--- src/rtl/quad_step_decoder.sv ---
// Quadrature encoder decoder: synchronizes A/B, emits step/dir pulses, flags illegal
// transitions and keeps a loadable position count. Define QUAD_DEC_X4_EN for x4 counting (default x1).
module quad_step_decoder #(
  parameter int CNT_W       = 8,
  parameter int SYNC_STAGES = 2
) (
  input  logic             clk,
  input  logic             rst_n,
  input  logic             enable,
  input  logic             quad_a,
  input  logic             quad_b,
  input  logic             load,
  input  logic [CNT_W-1:0] data_in,
  output logic             step,
  output logic             dir,
  output logic [CNT_W-1:0] count,
  output logic             err
);

  typedef enum logic {
    S_INIT = 1'b0,
    S_RUN  = 1'b1
  } state_t;

  state_t state, state_nxt;

  logic [SYNC_STAGES-1:0] a_sync, b_sync;
  logic [1:0]             cur, prev;
  logic [SYNC_STAGES+1:0] fill;
  logic                   primed;

  logic fwd, rev, illegal;
  logic count_up, count_dn;
  logic step_d, err_d;

  // The synchronizers restart from 0 after reset, so prev only holds a genuine input
  // sample once they have refilled; decoding stays blanked until then.
  assign primed = fill[SYNC_STAGES+1];

  // NOTE: sequential state uses non-blocking assignments so every flop samples
  // the pre-edge value of its neighbours, which makes the shift chains work.
  always_ff @(posedge clk) begin
    if (!rst_n) begin
      a_sync <= '0;
      b_sync <= '0;
      cur    <= '0;
      prev   <= '0;
      fill   <= '0;
    end else begin
      a_sync <= {a_sync[SYNC_STAGES-2:0], quad_a};
      b_sync <= {b_sync[SYNC_STAGES-2:0], quad_b};
      cur    <= {a_sync[SYNC_STAGES-1], b_sync[SYNC_STAGES-1]};
      prev   <= cur;
      fill   <= {fill[SYNC_STAGES:0], 1'b1};
    end
  end

  // NOTE: every always_comb output gets a default first so no path infers a latch.
  always_comb begin
    fwd     = 1'b0;
    rev     = 1'b0;
    illegal = ((prev ^ cur) == 2'b11);
    case ({prev, cur})
      4'b00_01, 4'b01_11, 4'b11_10, 4'b10_00: fwd = 1'b1;
      4'b00_10, 4'b10_11, 4'b11_01, 4'b01_00: rev = 1'b1;
      default: ;
    endcase
  end

`ifdef QUAD_DEC_X4_EN
  assign count_up = fwd;
  assign count_dn = rev;
`else
  // x1: one count per cycle, taken on the B-low edge of channel A.
  assign count_up = fwd && (cur == 2'b00);
  assign count_dn = rev && (cur == 2'b10);
`endif

  always_ff @(posedge clk) begin
    if (!rst_n) begin
      state <= S_INIT;
    end else begin
      state <= state_nxt;
    end
  end

  always_comb begin
    state_nxt = state;
    case (state)
      S_INIT:  state_nxt = S_RUN;
      S_RUN:   state_nxt = S_RUN;
      default: state_nxt = S_INIT;
    endcase
  end

  always_comb begin
    step_d = 1'b0;
    err_d  = 1'b0;
    if (state == S_RUN && primed && enable) begin
      step_d = count_up | count_dn;
      err_d  = illegal;
    end
  end

  always_ff @(posedge clk) begin
    if (!rst_n) begin
      step  <= 1'b0;
      err   <= 1'b0;
      dir   <= 1'b0;
      count <= '0;
    end else begin
      step <= step_d;
      err  <= err_d;
      if (step_d) begin
        dir <= count_dn;
      end
      // A load wins over a coincident step; the step still pulses and updates dir.
      if (enable && load) begin
        count <= data_in;
      end else if (step_d) begin
        count <= count_dn ? count - CNT_W'(1) : count + CNT_W'(1);
      end
    end
  end

endmodule
--- config.mk ---
export PLATFORM = sky130hd
export DESIGN_NAME = quad_step_decoder
export DESIGN_NICKNAME = d
export VERILOG_FILES = /design/src/rtl/quad_step_decoder.sv
export SDC_FILE = /design/constraint.sdc
export NUM_CORES = 1
export LEC_CHECK = 0
export CORE_MARGIN = 2
export CORE_UTILIZATION = 40
export CTS_CLUSTER_DIAMETER = 150
export DETAILED_ROUTE_END_ITERATION = 16
export DONT_BUFFER_PORTS = 1
export GPL_TIMING_DRIVEN = 0
export MAX_ROUTING_LAYER = met4
export PLACE_DENSITY = 0.61
export SLEW_MARGIN = 10
export SYNTH_ARGS = -nofsm -noshare
export SYNTH_HDL_FRONTEND = slang
export SYNTH_SLANG_ARGS = --single-unit
--- constraint.sdc ---
create_clock -name clk -period 2.93 [get_ports clk]
set_clock_uncertainty 0.05 [all_clocks]
set_input_delay 0.879 -clock clk [delete_from_list [all_inputs] [get_ports clk]]
set_output_delay 0.879 -clock clk [all_outputs]
set_load 0.005 [all_outputs]
[Yosys cells after proc, flatten, opt, wreduce, memory -nomap -nowiden]
Cells that the tools add are included.
Storage, ports and cells
  register bits: 24
  bits of input ports: 14
  output and inout port bits: 11
  logic and storage cells: 43
Cells by class
  add/subtract/negate cells: 2
  eq/ne operators: 10
  muxes and demuxes: 8
  bitwise operators: 2
  reductions and logical operators: 10
Operators with widths (count)
  two-way mux 8 bit: 3
  == test 4 bit (second input constant): 4
  adder 8 x 1 -> 8 bit (second input constant): 1
  == test 4 x 3 -> 1 bit (second input constant): 2
  OR reduction 4 bit: 2
  subtractor 8 x 1 -> 8 bit (second input constant): 1
  logical AND 1 bit: 5
  two-way mux 1 bit: 5
  == test 2 bit (second input constant): 2
  == test 4 x 1 -> 1 bit (second input constant): 1
  == test 4 x 2 -> 1 bit (second input constant): 1
  logical NOT 2 bit: 1
  AND reduction 2 bit: 1
  nonzero test 2 bit: 1
  XOR 2 bit: 1
  OR 1 bit: 1

[Logic depth before layout (Yosys ltp)]
Gate-level depths: netlist of the first run.
  word-level depth: 8
  gate-level depth with buffers: 8
  mapped depth without buffers: 8

[Worst setup path after synthesis of the first run]
No wires, ideal clock.
  kind: register to register
  from: register cur[0]
  to: register count[7]
  setup time: 0.117 ns
  data arrival time: 2.168 ns
  data required time: 2.763 ns
  slack: 0.594 ns
  cell stages (with the launch flop): 9
  path buffers: 0
  clock period less this slack: 2.336 ns
  path through: dfxtp_1 > or4b_4 > inv_1 > ha_1 > a211oi_1 > o211ai_1 > a2bb2oi_2 > mux2i_1 > nand2_1
On the way
  longest elaborated chain between the ends: 7
  elaborated cells between the ends (all ways): 22
  classes of those cells: eq/ne: 9; mux: 6; bitwise: 1; reduce/logical: 6
RTL lines
  start, declared: line 28  | logic [1:0] cur, prev;
  start signal, assigned: line 52  | cur <= {a_sync[SYNC_STAGES-1], b_sync[SYNC_STAGES-1]};
  == test 4 x 2 -> 1 bit (tied with other cells): line 63  | case ({prev, cur})
  OR reduction 4 bit: line 63
  two-way mux 1 bit: line 63
  logical AND 1 bit (*): line 76  | assign count_dn = rev && (cur == 2'b10);
  named net count_dn: line 33  | logic count_up, count_dn;
  two-way mux 8 bit / OR 1 bit (equally long branches): line 121, 100
  two-way mux 8 bit / two-way mux 1 bit (equally long branches): line 120, 99
  two-way mux 8 bit / nonzero test 2 bit (equally long branches)
  end signal, assigned: line 119  | count <= data_in;
  end signal, assigned: line 121  | count <= count_dn ? count - CNT_W'(1) : count + CNT_W'(1);
  end, declared: line 16  | output logic [CNT_W-1:0] count,
The timed path passes the listed nets; every way through them passes the cells marked *. The select of a mux whose other input is x is not followed.
A chain may end at the register's enable or synchronous reset.

[Final worst setup path of the first run]
Ends and elaborated chain as after synthesis.

==> out/results.tsv, run 1 <==
stage	metric	value	unit
status	status	complete, no violations	
flow_run	MaxCap Viol Count	0	
power_and_ir_drop	Pint	401	uW
layout	FILL cells	286	
layout	fin util	43.7	%
cts	TritonCTS Buffers	3	
logic_synthesis	share of the synthesized area in the top cell type	41.6	%
timing	Final Cycle Share	89.5	%
drt	vias	829	
floorplan	# IOs	25	
cts	CTS Hold Bufs	0	
floorplan	Core Region	0.00269	mm^2
timing	relative slew slack	71.9	%
cts	CTS Sinks	23	
timing	final setup TNS	0	ns
cts	CTS tree	yes	
drt	# DRC	0	
power_and_ir_drop	sw frac	26.1	%
layout	nets	142	
placement	HPWL Detailed	1650	um
logic_synthesis	post-synth top area cell	dfxtp_1	
floorplan	initial cell density of the core	41.2	%
logic_synthesis	Synthesized Nets	137	
drt	drt first pass iters	6	
power_and_ir_drop	combinational share of power	9.4	%
logic_synthesis	Synth area leaders	dfxtp_1, ha_1, and2_1	
placement	Final GP Congestion	0.773	
cts	Worst-path clk slew	0.14	ns
grt	grt ovf	0	
timing	final hold vios	0	
timing	f_max	381	MHz
critical_path	critical path class	reg -> reg	
drt	final WL	2200	um
power_and_ir_drop	leakage	0.490	nW
critical_path	CP endpoint kind	flip-flop	
cts	maximum clock path buffer count	2	
floorplan	Die X	56.6	um
grt	Overall Global Routing Usage	15.9	%
hold_path	Worst Hold Class	reg -> reg	
layout	share of cells above drive strength 1	9.17	%
layout	non-filler cells, final	151	
timing	Setup violations, final	0	
cts	Root Driver	clkbuf_4	
floorplan	row count	19	
grt	largest net degree at the start of global routing	14	
placement	placed instance count	147	
cts	postcts setup bufs	0	
grt	antenna violations before repair	0	
critical_path	worst-path maximum fanout	7	
timing	worst slew pin tran	0.422	ns
logic_synthesis	Synth Instances	116	
critical_path	CP startpoint kind	flip-flop	
critical_path	worst path arrival time	2.80	ns
cts	post-cts sizing count	0	
logic_synthesis	Synth Register Bits	23	
critical_path	Worst R2R Path Depth	8	
floorplan	Die Ht	56.6	um
drt	WL/cell	14.6	um
drt	initial DRC count	17	
logic_synthesis	Mean Syn Cell Area	9.55	um^2
logic_synthesis	Synth Cell Area	0.00111	mm^2
power_and_ir_drop	sequential share of power	62.2	%
placement	port bufs	0	
grt	first-pass GRT wire length	3770	um
timing	max-slew violations	0	
logic_synthesis	YS warnings	0	
critical_path	CP required	3.10	ns
layout	Ant. Diodes	0	
logic_synthesis	post-synthesis sequential area ratio	41.6	%
power_and_ir_drop	Clock power frac	28.4	%
floorplan	die area	0.00321	mm^2
hold_path	hold depth	1	
grt	vias in the first global route	795	
drt	Antenna Nets Post-Route	0	
timing	Min Hold Slack	0.400	ns
layout	Layout area overhead	5.99	%
timing	RSZ-0062 raised after global routing	false	
power_and_ir_drop	P_sw	142	uW
drt	via/cell ratio	5.49	
cts	H-tree depth	1	
power_and_ir_drop	Max VDD drop	0.277	mV
power_and_ir_drop	Pwr Density	463	mW/mm^2
logic_synthesis	post-synthesis cell type count	38	
cts	Clk Latency, worst-skew pair	0.32	ns
timing	Tmin final	2.62	ns
==> cells by family after synthesis <==
family	share of synthesized area [%]
DFF	41.6
and+or+nand+nor	19.3
AOI/OAI and AO/OA	20.6
muxes	2.71
xor gates and xnor gates	4.75
adders and majority gates	8.59
buffers and inverters	2.49
==> flip-flops by register name, summed over array words and instances, names as in the netlist <==
signal,flops
count,8
fill,4
a_sync,2
b_sync,2
cur,2
prev,2
dir,1
err,1
step,1
==> synthesized netlist by cell type, drive strengths merged <==
cell / n
o31a: 1
buf: 2
a31oi: 1
a32oi: 1
o211a: 2
inv: 3
nor3: 2
o21ai: 6
and3: 3
xor2: 3
nor4b: 1
dfxtp: 23
clkbuf: 2
a21o: 1
and2: 12
mux2i: 3
or4b: 1
nor2b: 3
a2bb2oi: 1
a21boi: 1
a21oi: 8
nor2: 4
nand2: 7
nand3: 4
o21a: 1
ha: 6
o22ai: 1
a211oi: 2
fa: 1
or2: 1
o311ai: 1
xnor2: 3
o211ai: 4
a22oi: 1
==> routing by layer <==
metal	track usage, %	routed length, um
met1	20.1	1030
met2	23.9	1020
met3	3.69	107
met4	7.48	42
met5	-	0
==> critical path: stages, from the launching register on <==
cell	delay, ns
dfxtp_1	0.37
or4b_4	0.59
inv_1	0.24
ha_1	0.32
a21oi_1	0.33
o211ai_1	0.17
a2bb2oi_2	0.20
mux2i_1	0.20
nand2_1	0.06
==> final cells by class <==
cell class | count | area, um^2 | share of cell area, %
Tap cell | 31 | 38.8 | 3.30
Inverter | 3 | 11.3 | 0.959
Clock inverter | 1 | 5.00 | 0.426
Multi-Input combinational cell | 86 | 619 | 52.8
Sequential cell | 23 | 460 | 39.2
Buffer | 4 | 16.3 | 1.39
Clock buffer | 3 | 22.5 | 1.92
==> layout by cell type (no fill, tap or decap), types with 2 or more instances in the layout <==
cell type,n
o211ai_1,3
nor2b_1,3
clkbuf_4,3
a21oi_1,7
xnor2_1,3
nand3_1,4
o211a_1,2
nand2_1,7
and2_1,11
dfxtp_1,23
inv_1,3
clkbuf_1,2
and3_1,3
ha_1,6
o21ai_0,6
xor2_1,3
nor3_1,2
a211oi_1,2
nor2_1,4
mux2i_1,3
==> power groups by stage <==
stage	Combinational, mW	Sequential (mW)	Clock (mW)
after floorplan	0.0425	0.341	0
after global placement	0.0497	0.344	0
after detailed placement	0.0514	0.345	0
after CTS	0.0519	0.338	0.159
after global routing	0.0595	0.339	0.171
final	0.0513	0.337	0.154
==> through the flow <==
step / worst slack [ns] / power [mW] / instance area, um^2
floorplan: 0.594 / 0.384 / 1110
global placement: 0.354 / 0.394 / 1150
detailed placement: 0.323 / 0.396 / 1150
CTS: 0.296 / 0.548 / 1170
global route: 0.117 / 0.570 / 1170
finish: 0.307 / 0.543 / 1170
==> final timing paths <==
path | endpoint | slack (ns) | startpoint
worst max register to register | count[7] | 0.31 | cur[0]
worst min register to register | a_sync[1] | 0.40 | a_sync[0]
worst max-delay path | count[7] | 0.31 | cur[0]
worst min-delay path | a_sync[1] | 0.40 | a_sync[0]
Note: power is estimated with default switching activity, not from simulation.
==> run 2: changes to the inputs <==
--- a/config.mk
+++ b/config.mk
@@ -5,6 +5,7 @@
 export SDC_FILE = /design/constraint.sdc
 export NUM_CORES = 1
 export LEC_CHECK = 0
+export CAP_MARGIN = 20
 export CORE_MARGIN = 2
 export CORE_UTILIZATION = 40
 export CTS_CLUSTER_DIAMETER = 150
@@ -13,6 +14,7 @@
 export GPL_TIMING_DRIVEN = 0
 export MAX_ROUTING_LAYER = met4
 export PLACE_DENSITY = 0.61
+export SKIP_LAST_GASP = 1
 export SLEW_MARGIN = 10
 export SYNTH_ARGS = -nofsm -noshare
 export SYNTH_HDL_FRONTEND = slang
==> results of run 2 <==
Same layout as run 1: the final DEF is identical, and so are final timing and power.
